`config.mk`:
```
export PLATFORM = sky130hd
export DESIGN_NAME = branch_tracker
export DESIGN_NICKNAME = d
export VERILOG_FILES = /design/src/rtl/branch_tracker_pkg.sv /design/src/rtl/bt_fifo.sv /design/src/rtl/branch_tracker.sv
export SDC_FILE = /design/constraint.sdc
export NUM_CORES = 1
export LEC_CHECK = 0
export BUFFER_PORTS_ARGS = -buffer_cell sky130_fd_sc_hd__buf_2
export CORE_AREA = 10 10 167 169
export DETAILED_ROUTE_END_ITERATION = 10
export DIE_AREA = 0 0 177 179
export HOLD_SLACK_MARGIN = 0.05
export PLACE_DENSITY = 0.74
export SLEW_MARGIN = 10
export SYNTH_ARGS = -nofsm -noshare
export SYNTH_HDL_FRONTEND = slang
export SYNTH_HIERARCHICAL = 1
export SYNTH_SLANG_ARGS = --single-unit
```
`constraint.sdc`:
```
create_clock -name clk -period 4.1 [get_ports clk]
set_input_delay 0.205 -clock clk [delete_from_list [all_inputs] [get_ports clk]]
set_output_delay 0.205 -clock clk [all_outputs]
set_load 0.03 [all_outputs]
```
`src/rtl/branch_tracker_pkg.sv`:
```
// Shared types and sizing for the branch tracker.
// Record layout: branch PC plus predicted direction.
package branch_tracker_pkg;

  localparam int XLEN = 32;
  localparam int BT_DEPTH = 8;
  localparam int BT_REC_W = XLEN + 1;

  typedef struct packed {
    logic [XLEN-1:0] pc;
    logic            pred;
  } bt_rec_t;

endpackage

```
`src/rtl/bt_fifo.sv`:
```
// Generic circular FIFO with push, pop and flush.
// Flush keeps the post-pop head and empties the queue.
module bt_fifo #(
  parameter int DW = 8,
  parameter int DEPTH = 8,
  parameter int PTR_W = $clog2(DEPTH)
) (
  input  logic             clk,
  input  logic             rst_n,
  input  logic             push_i,
  input  logic [DW-1:0]    push_data_i,
  input  logic             pop_i,
  input  logic             flush_i,
  output logic [DW-1:0]    pop_data_o,
  output logic             pop_ok_o,
  output logic [PTR_W:0]   count_o,
  output logic             full_o,
  output logic             empty_o
);

  logic [DW-1:0]  mem_q [DEPTH];
  logic [PTR_W-1:0] head_q, head_d;
  logic [PTR_W-1:0] tail_q, tail_d;
  logic [PTR_W:0]   count_q, count_d;
  logic push_ok;
  logic pop_ok;

  assign full_o     = count_q == (PTR_W+1)'(DEPTH);
  assign empty_o    = count_q == '0;
  assign push_ok    = push_i & ~full_o & ~flush_i;
  assign pop_ok     = pop_i & ~empty_o;
  assign pop_ok_o   = pop_ok;
  assign pop_data_o = mem_q[head_q];
  assign count_o    = count_q;

  always_comb begin
    head_d  = head_q;
    tail_d  = tail_q;
    count_d = count_q;
    if (pop_ok) head_d = head_q + PTR_W'(1);
    if (push_ok) tail_d = tail_q + PTR_W'(1);
    case ({push_ok, pop_ok})
      2'b10:   count_d = count_q + 1'b1;
      2'b01:   count_d = count_q - 1'b1;
      default: count_d = count_q;
    endcase
    // A flush collapses the queue onto the post-commit head.
    if (flush_i) begin
      tail_d  = head_d;
      count_d = '0;
    end
  end

  always_ff @(posedge clk or negedge rst_n) begin
    if (!rst_n) begin
      head_q  <= '0;
      tail_q  <= '0;
      count_q <= '0;
    end else begin
      head_q  <= head_d;
      tail_q  <= tail_d;
      count_q <= count_d;
    end
  end

  always_ff @(posedge clk) begin
    if (push_ok) mem_q[tail_q] <= push_data_i;
  end

endmodule

```
`src/rtl/branch_tracker.sv`:
```
// Pairs fetched branch predictions with commit outcomes
// and drives one predictor-update strobe per committed branch.
module branch_tracker
  import branch_tracker_pkg::*;
#(
  parameter int DEPTH = BT_DEPTH,
  parameter int PTR_W = $clog2(DEPTH)
) (
  input  logic            clk,
  input  logic            rst_n,
  input  logic            fet_br_valid,
  input  logic [XLEN-1:0] fet_br_pc,
  input  logic            fet_br_pred,
  input  logic            rob_br_commit,
  input  logic            rob_br_jump,
  input  logic            rob_flush,
  output logic            bt_full,
  output logic [PTR_W:0]  bt_count,
  output logic            bt_bp_enable,
  output logic [XLEN-1:0] bt_bp_inst_addr,
  output logic            bt_bp_jump,
  output logic            bt_bp_correct,
  output logic            bt_overflow,
  output logic            bt_underflow
);

  bt_rec_t push_rec;
  bt_rec_t head_rec;
  logic    commit_ok;
  logic    empty;

  logic            en_q, en_d;
  logic [XLEN-1:0] addr_q, addr_d;
  logic            jump_q, jump_d;
  logic            corr_q, corr_d;
  logic            ovf_q, ovf_d;
  logic            udf_q, udf_d;

  assign push_rec = '{pc: fet_br_pc, pred: fet_br_pred};

  bt_fifo #(
    .DW    (BT_REC_W),
    .DEPTH (DEPTH),
    .PTR_W (PTR_W)
  ) u_fifo (
    .clk         (clk),
    .rst_n       (rst_n),
    .push_i      (fet_br_valid),
    .push_data_i (push_rec),
    .pop_i       (rob_br_commit),
    .flush_i     (rob_flush),
    .pop_data_o  (head_rec),
    .pop_ok_o    (commit_ok),
    .count_o     (bt_count),
    .full_o      (bt_full),
    .empty_o     (empty)
  );

  always_comb begin
    en_d   = commit_ok;
    addr_d = addr_q;
    jump_d = jump_q;
    corr_d = corr_q;
    if (commit_ok) begin
      addr_d = head_rec.pc;
      jump_d = rob_br_jump;
      corr_d = head_rec.pred == rob_br_jump;
    end
    // A flush-dropped allocation is not an overflow.
    ovf_d = ovf_q | (fet_br_valid & bt_full & ~rob_flush);
    udf_d = udf_q | (rob_br_commit & empty);
  end

  always_ff @(posedge clk or negedge rst_n) begin
    if (!rst_n) begin
      en_q   <= 1'b0;
      addr_q <= '0;
      jump_q <= 1'b0;
      corr_q <= 1'b0;
      ovf_q  <= 1'b0;
      udf_q  <= 1'b0;
    end else begin
      en_q   <= en_d;
      addr_q <= addr_d;
      jump_q <= jump_d;
      corr_q <= corr_d;
      ovf_q  <= ovf_d;
      udf_q  <= udf_d;
    end
  end

  assign bt_bp_enable    = en_q;
  assign bt_bp_inst_addr = addr_q;
  assign bt_bp_jump      = jump_q;
  assign bt_bp_correct   = corr_q;
  assign bt_overflow     = ovf_q;
  assign bt_underflow    = udf_q;

endmodule

```
==> results.tsv, run 1 <==
metric	value	unit
fmax	351	MHz
Hold WS	0.338	ns
crit path kind	flip-flop to flip-flop	
initial antenna violation count	0	
io pins	81	
worst path required time	4.26	ns
Mapped Nets	587	
Slowest Stage Delay on Critical Path	0.96	ns
final setup TNS	0	ns
Slowest-stage cell, CP	nor2_4	
clk slew on worst S/H paths	0.06	ns
H-tree Lvls	1	
Synth cell types	40	
total of max-cap violations	0	
RePlAce Congestion	0.732	
Top FF cell, synth	edfxtp_1	
M3 GR Usage	2.40	%
grt met2 use	24.5	%
DIE AREA	0.0317	mm2
Setup crit end kind	flip-flop	
maximum vdd ir drop	0.382	mV
fin worst setup slack	1.25	ns
Slew headroom	15.6	%
Initial Util	49.1	%
dpl hpwl	13100	um
largest net degree at the start of global routing	69	
Seq/Total Area, Yosys	75.0	%
first-pass GRT wire length	36400	um
Row Count	58	
final setup violation count	0	
CP Cell Sequence	or4b_4 -> inv_1 -> or3_1 -> nor2_4	
drt total wl	23300	um
CP Launch Type	flip-flop	
Yosys top cell area share	65.3	%
Largest delay share family, worst path	simple AND/OR/NAND/NOR gates	
FF+latch count, synth	311	
via count	5654	
CTS Root Cell	clkbuf_16	
Worst-Margin Slew	1.26	ns
part of the cycle the worst path needs	69.4	%
final hold viol count	0	
r2r startpoint	u_fifo/count_o[0]	
max-slew violations	0	
CORE AREA	0.0247	mm2
Async S/R FF share, synth	15.1	%
Clock Sinks	311	
Setup Fix Bufs, Post-CTS	0	
final instance area	0.0144	mm2
Die Y-Extent	179	um
GR peak layer	met2	
Routed Antenna Nets	0	
Place WS	1.21	ns
synth cell count leaders	edfxtp_1, mux4_2, dfrtp_1, mux2_2, mux2_4	
status	finished, final reports clean	
post-synthesis cell area	0.0121	mm2
skew final	0.00959	ns
critical path peak fanout	33	
Yosys top cell by area	edfxtp_1	
Power per Cell Area	710	mW/mm2
Lkg Pwr	4.99	nW
TritonCTS Buffers	30	
share of cells above drive strength 1	41.2	%
Via density	5.49	
buffers plus inverters on the worst setup path	1	
vias in the first global route	6175	
Die Span X	177	um
Critical Path Stages	4	
RSZ-0062 raised after global routing	no	
Diodes inserted	0	
EDFF count, synth	264	
CTS Buffer Depth	3	
count leader, synth	edfxtp_1	
met1 usage in global routing	19.9	%
reg-to-reg endpoint	u_fifo/mem_q[6][27]	
flop2flop setup slack	1.25	ns
drc violations	0	
area grow syn2layout	18.5	%
post-synthesis average cell area	22.3	um2
Placed Area	0.0129	mm2
remaining global-route overflow	0	
Skew-Pair Late Insertion Delay	0.55	ns
yosys warns	6	
CTS tree	done	
largest cells by area after synthesis	edfxtp_1, mux4_2, dfrtp_1	
gr usage total	14.8	%
number of port buffers	80	
Worst Reg-to-Reg Cells	4	
crit path DAT	3.00	ns
WL/cell	22.7	um
fin nets	718	
post-route minimum period	2.85	ns
initial DRC count	531	
post-synthesis cell count	544	
drt pass-1 iters	4	
Min-Delay Path Class	input port to asynchronous set/reset pin	
-- metal layers --
metal / vias up / part of all wire, %
met1: 2970 / 43
met3: 35 / 4.7
met2: 157 / 50
li1: 2492 / -
met4: 0 / 1.8
met5: - / 0
-- cell type report --
class	count	area, um2
clock buffers	40	850
multi-input cells	202	2910
flip-flops and latches	311	9110
clock inverters	16	223
repair buffers	126	866
well taps	330	413
fillers	1750	10400
inverters	4	15.0
-- what timing repair did --
action	CTS	global route
setup endpoints to repair	0	0
endpoints found under the hold margin	322	0
gates resized for setup	0	0
hold buffers	38	0
-- logic make-up after synthesis --
kind of cell,Yosys count,share of synthesized area (%)
AO/OA/AOI/OAI,18,1.38
XOR/XNOR,8,0.577
adder cells (fa/ha/maj),4,0.412
buffers and inverters,31,1.55
flip-flops,311,75.0
multiplexers,136,19.6
AND/OR/NAND/NOR,36,1.47
-- how the worst max path moves through the flow --
stage,start,to,slack (ns)
2_1_floorplan,u_fifo/count_o[0],u_fifo/mem_q[1][0],0.21
3_3_place_gp,u_fifo/count_o[0],u_fifo/mem_q[2][4],1.36
3_5_place_dp,u_fifo/count_o[1],u_fifo/mem_q[2][4],1.21
4_1_cts,u_fifo/count_o[0],u_fifo/mem_q[2][4],1.20
5_1_grt,u_fifo/count_o[0],u_fifo/mem_q[6][28],1.11
6_report,u_fifo/count_o[0],u_fifo/mem_q[6][27],1.25
-- worst reg2reg max path, delay by kind of cell (launching register included) --
family / cells / cell delay (ns)
and+or+nand+nor: 3 / 1.75
DFF: 1 / 0.61
buffers and inverters: 1 / 0.08
-- power by group --
part	total [mW]	internal [mW]	switching, mW
combinational	2.89	1.55	1.34
sequential	4.40	3.88	0.520
clock	2.91	1.78	1.14
-- through the flow --
step	utilization (%)	cells	total power, mW
3_3_place_gp	52.2	934	7.30
4_1_cts	58.1	1028	10.3
6_report	58.2	1029	10.2
2_1_floorplan	-	544	6.60
3_5_place_dp	52.2	934	7.38
5_1_grt	58.2	1029	10.7
-- cells in the final DEF, fill, tap and decap left out, drive strengths merged, types with 2 or more instances in the layout --
master	instances
and3	2
buf	88
bufinv	5
clkbuf	40
clkinv	7
clkinvlp	2
dfrtp	47
dlygate4sd3	38
edfxtp	264
ha	4
inv	6
mux2	67
mux2i	3
mux4	66
nand2	10
nand2b	3
nor2	11
nor3	3
o21ai	7
xnor2	4
xor2	4
-- sequential cells by signal, indices dropped and copies added, names as in the netlist --
| register | cells |
|---|---|
| bt_bp_correct | 1 |
| bt_bp_enable | 1 |
| bt_bp_inst_addr | 32 |
| bt_bp_jump | 1 |
| bt_overflow | 1 |
| bt_underflow | 1 |
| u_fifo/count_o | 4 |
| u_fifo/head_q | 3 |
| u_fifo/mem_q | 264 |
| u_fifo/tail_q | 3 |
Note: power is estimated with default switching activity, not from simulation.
==> run 2: changes to the inputs <==
--- a/config.mk
+++ b/config.mk
@@ -10,7 +10,7 @@
 export DETAILED_ROUTE_END_ITERATION = 10
 export DIE_AREA = 0 0 177 179
 export HOLD_SLACK_MARGIN = 0.05
-export PLACE_DENSITY = 0.74
+export PLACE_DENSITY = 0.71
 export SLEW_MARGIN = 10
 export SYNTH_ARGS = -nofsm -noshare
 export SYNTH_HDL_FRONTEND = slang
==> constraint.sdc (replaced) <==
create_clock -name clk -period 2.8 [get_ports clk]
set_input_delay 0.14 -clock clk [delete_from_list [all_inputs] [get_ports clk]]
set_output_delay 0.14 -clock clk [all_outputs]
set_load 0.03 [all_outputs]
==> results.tsv, run 2 (synthesis results as in run 1) <==
metric	value	unit
status	finished, final reports clean	
critical path peak fanout	8	
Slew headroom	27.1	%
Via density	5.44	
RePlAce Congestion	0.752	
skew final	0.0115	ns
area grow syn2layout	20.7	%
vias in the first global route	6286	
Initial Util	49.1	%
CORE AREA	0.0247	mm2
Reg power frac	41.9	%
Lkg Pwr	5.12	nW
max-slew violations	0	
Worst-Margin Slew	1.09	ns
Setup crit end kind	flip-flop	
footprint of the multi-input gates	0.00292	mm2
Fill cells	1762	
fin nets	749	
crit path from	u_fifo/count_o[0]	
crit path kind	flip-flop to flip-flop	
Logic pwr share	30.9	%
drt pass-1 iters	5	
final hold viol count	0	
final setup violation count	0	
clk slew on worst S/H paths	0.06	ns
CTS tree	done	
largest net degree at the start of global routing	35	
CTS Root Cell	clkbuf_16	
flop2flop setup slack	0.11	ns
dpl hpwl	14400	um
Place WS	0.364	ns
commonest non-fill, non-tap cell in the layout	edfxtp_1	
Clock power frac	27.2	%
post-route minimum period	2.69	ns
RSZ-0062 raised after global routing	no	
Row Count	58	
initial antenna violation count	0	
r2r startpoint	u_fifo/count_o[0]	
H-tree Lvls	1	
Non-Filler Instances	1060	
switching share of power	29.8	%
remaining global-route overflow	0	
Switch Pwr	4.48	mW
final instance area	0.0147	mm2
crit path DAT	3.12	ns
number of port buffers	80	
placed cells	958	
first-pass GRT wire length	38400	um
Die Span X	177	um
drt total wl	24500	um
total of max-cap violations	0	
Reg area	0.00911	mm2
via count	5769	
number of flip-flops under the largest register name	264	
gr usage total	15.8	%
TritonCTS Buffers	30	
io pins	81	
Internal	10.6	mW
Min-Delay Path Class	input port to asynchronous set/reset pin	
Power per Cell Area	1030	mW/mm2
fmax	371	MHz
fin worst setup slack	0.108	ns
WL/cell	23.1	um
CTS Buffer Depth	3	
share of cells above drive strength 1	43.7	%
Skew-Pair Late Insertion Delay	0.54	ns
drc violations	0	
Die Y-Extent	179	um
Clock Sinks	311	
Placed Area	0.0132	mm2
Diodes inserted	0	
Routed Antenna Nets	0	
Largest Register	u_fifo/mem_q	
worst path required time	3.23	ns
most frequent cells in the layout	edfxtp_1, buf_2, mux4_2	
CP Launch Type	flip-flop	
initial DRC count	497	
maximum vdd ir drop	0.501	mV
DIE AREA	0.0317	mm2
part of the cycle the worst path needs	96.1	%
[run 2: changes by cell type in the layout (fill, tap and decap cells not counted), sizes merged]
cell / delta
dlygate4sd3: +2
clkinvlp: +4
bufinv: -1
clkinv: +3
clkbuf: -4
buf: +29
inv: -2
[run 2: through the flow]
stage / hold WS (ns) / TNS [ns] / utilization, % / power (mW)
after floorplan: -0.156 / -11.50 / - / 9.67
after global placement: 0.0517 / 0 / 53.3 / 10.9
after detailed placement: 0.0554 / 0 / 53.3 / 11.0
after CTS: 0.156 / 0 / 59.0 / 15.2
after global routing: 0.210 / 0 / 59.2 / 15.7
final: 0.139 / 0 / 59.2 / 15.0
[run 2: final timing paths]
check / to / depth (start not counted)
setup / recovery: u_fifo/count_o[2] / 8
hold / removal: u_fifo/tail_q[0] / 3
setup reg to reg: u_fifo/count_o[2] / 8
hold reg to reg: bt_underflow / 1
max in group asynchronous: u_fifo/count_o[0] / 3
min in group clk: bt_bp_jump / 3
[run 2: timing repair]
| item | 4_1_cts | 5_1_grt |
|---|---|---|
| endpoints found under the hold margin | 324 | 0 |
| gates resized for setup | 0 | 0 |
| endpoints found under the setup margin | 0 | 1 |
| hold buffers | 40 | 0 |
| buffers inserted | 0 | 6 |
[run 2: power by group through the flow]
stage / registers, mW / clock network, mW / logic [mW]
floorplan: 6.60 / 0 / 3.07
global placement: 6.37 / 0 / 4.51
detailed placement: 6.42 / 0 / 4.60
CTS: 6.33 / 4.17 / 4.67
global route: 6.39 / 4.37 / 4.98
finish: 6.30 / 4.09 / 4.65
[run 2: routing by layer]
layer  up-vias  share of wire (%)  global-route usage [%]  routed length [um]
met5         -                  0                       0                   0
met3        26                6.0                    2.42                1480
li1       2560                  -                       -                   -
met2       180                 50                    26.3               12300
met4         0                1.6                    3.82                 381
met1      3003                 42                    21.5               10400
[run 2: final cells by class]
cell class | instances | area share [%]
inverters | 4 | 0.102
repair buffers | 157 | 7.96
well taps | 330 | 2.82
flip-flops and latches | 311 | 62.2
multi-input cells | 202 | 19.9
clock inverters | 20 | 1.47
clock buffers | 36 | 5.49
[run 2: worst max-delay path, cell delays in order, from the launching register on]
cell and delay (ns):
dfrtp_2 0.47, buf_4 0.16, o41ai_4 0.55, a31oi_4 0.07, ha_1 0.35, and3_1 0.19, a32oi_1 0.14, a21oi_1 0.08
dlygate4sd3_1 0.56
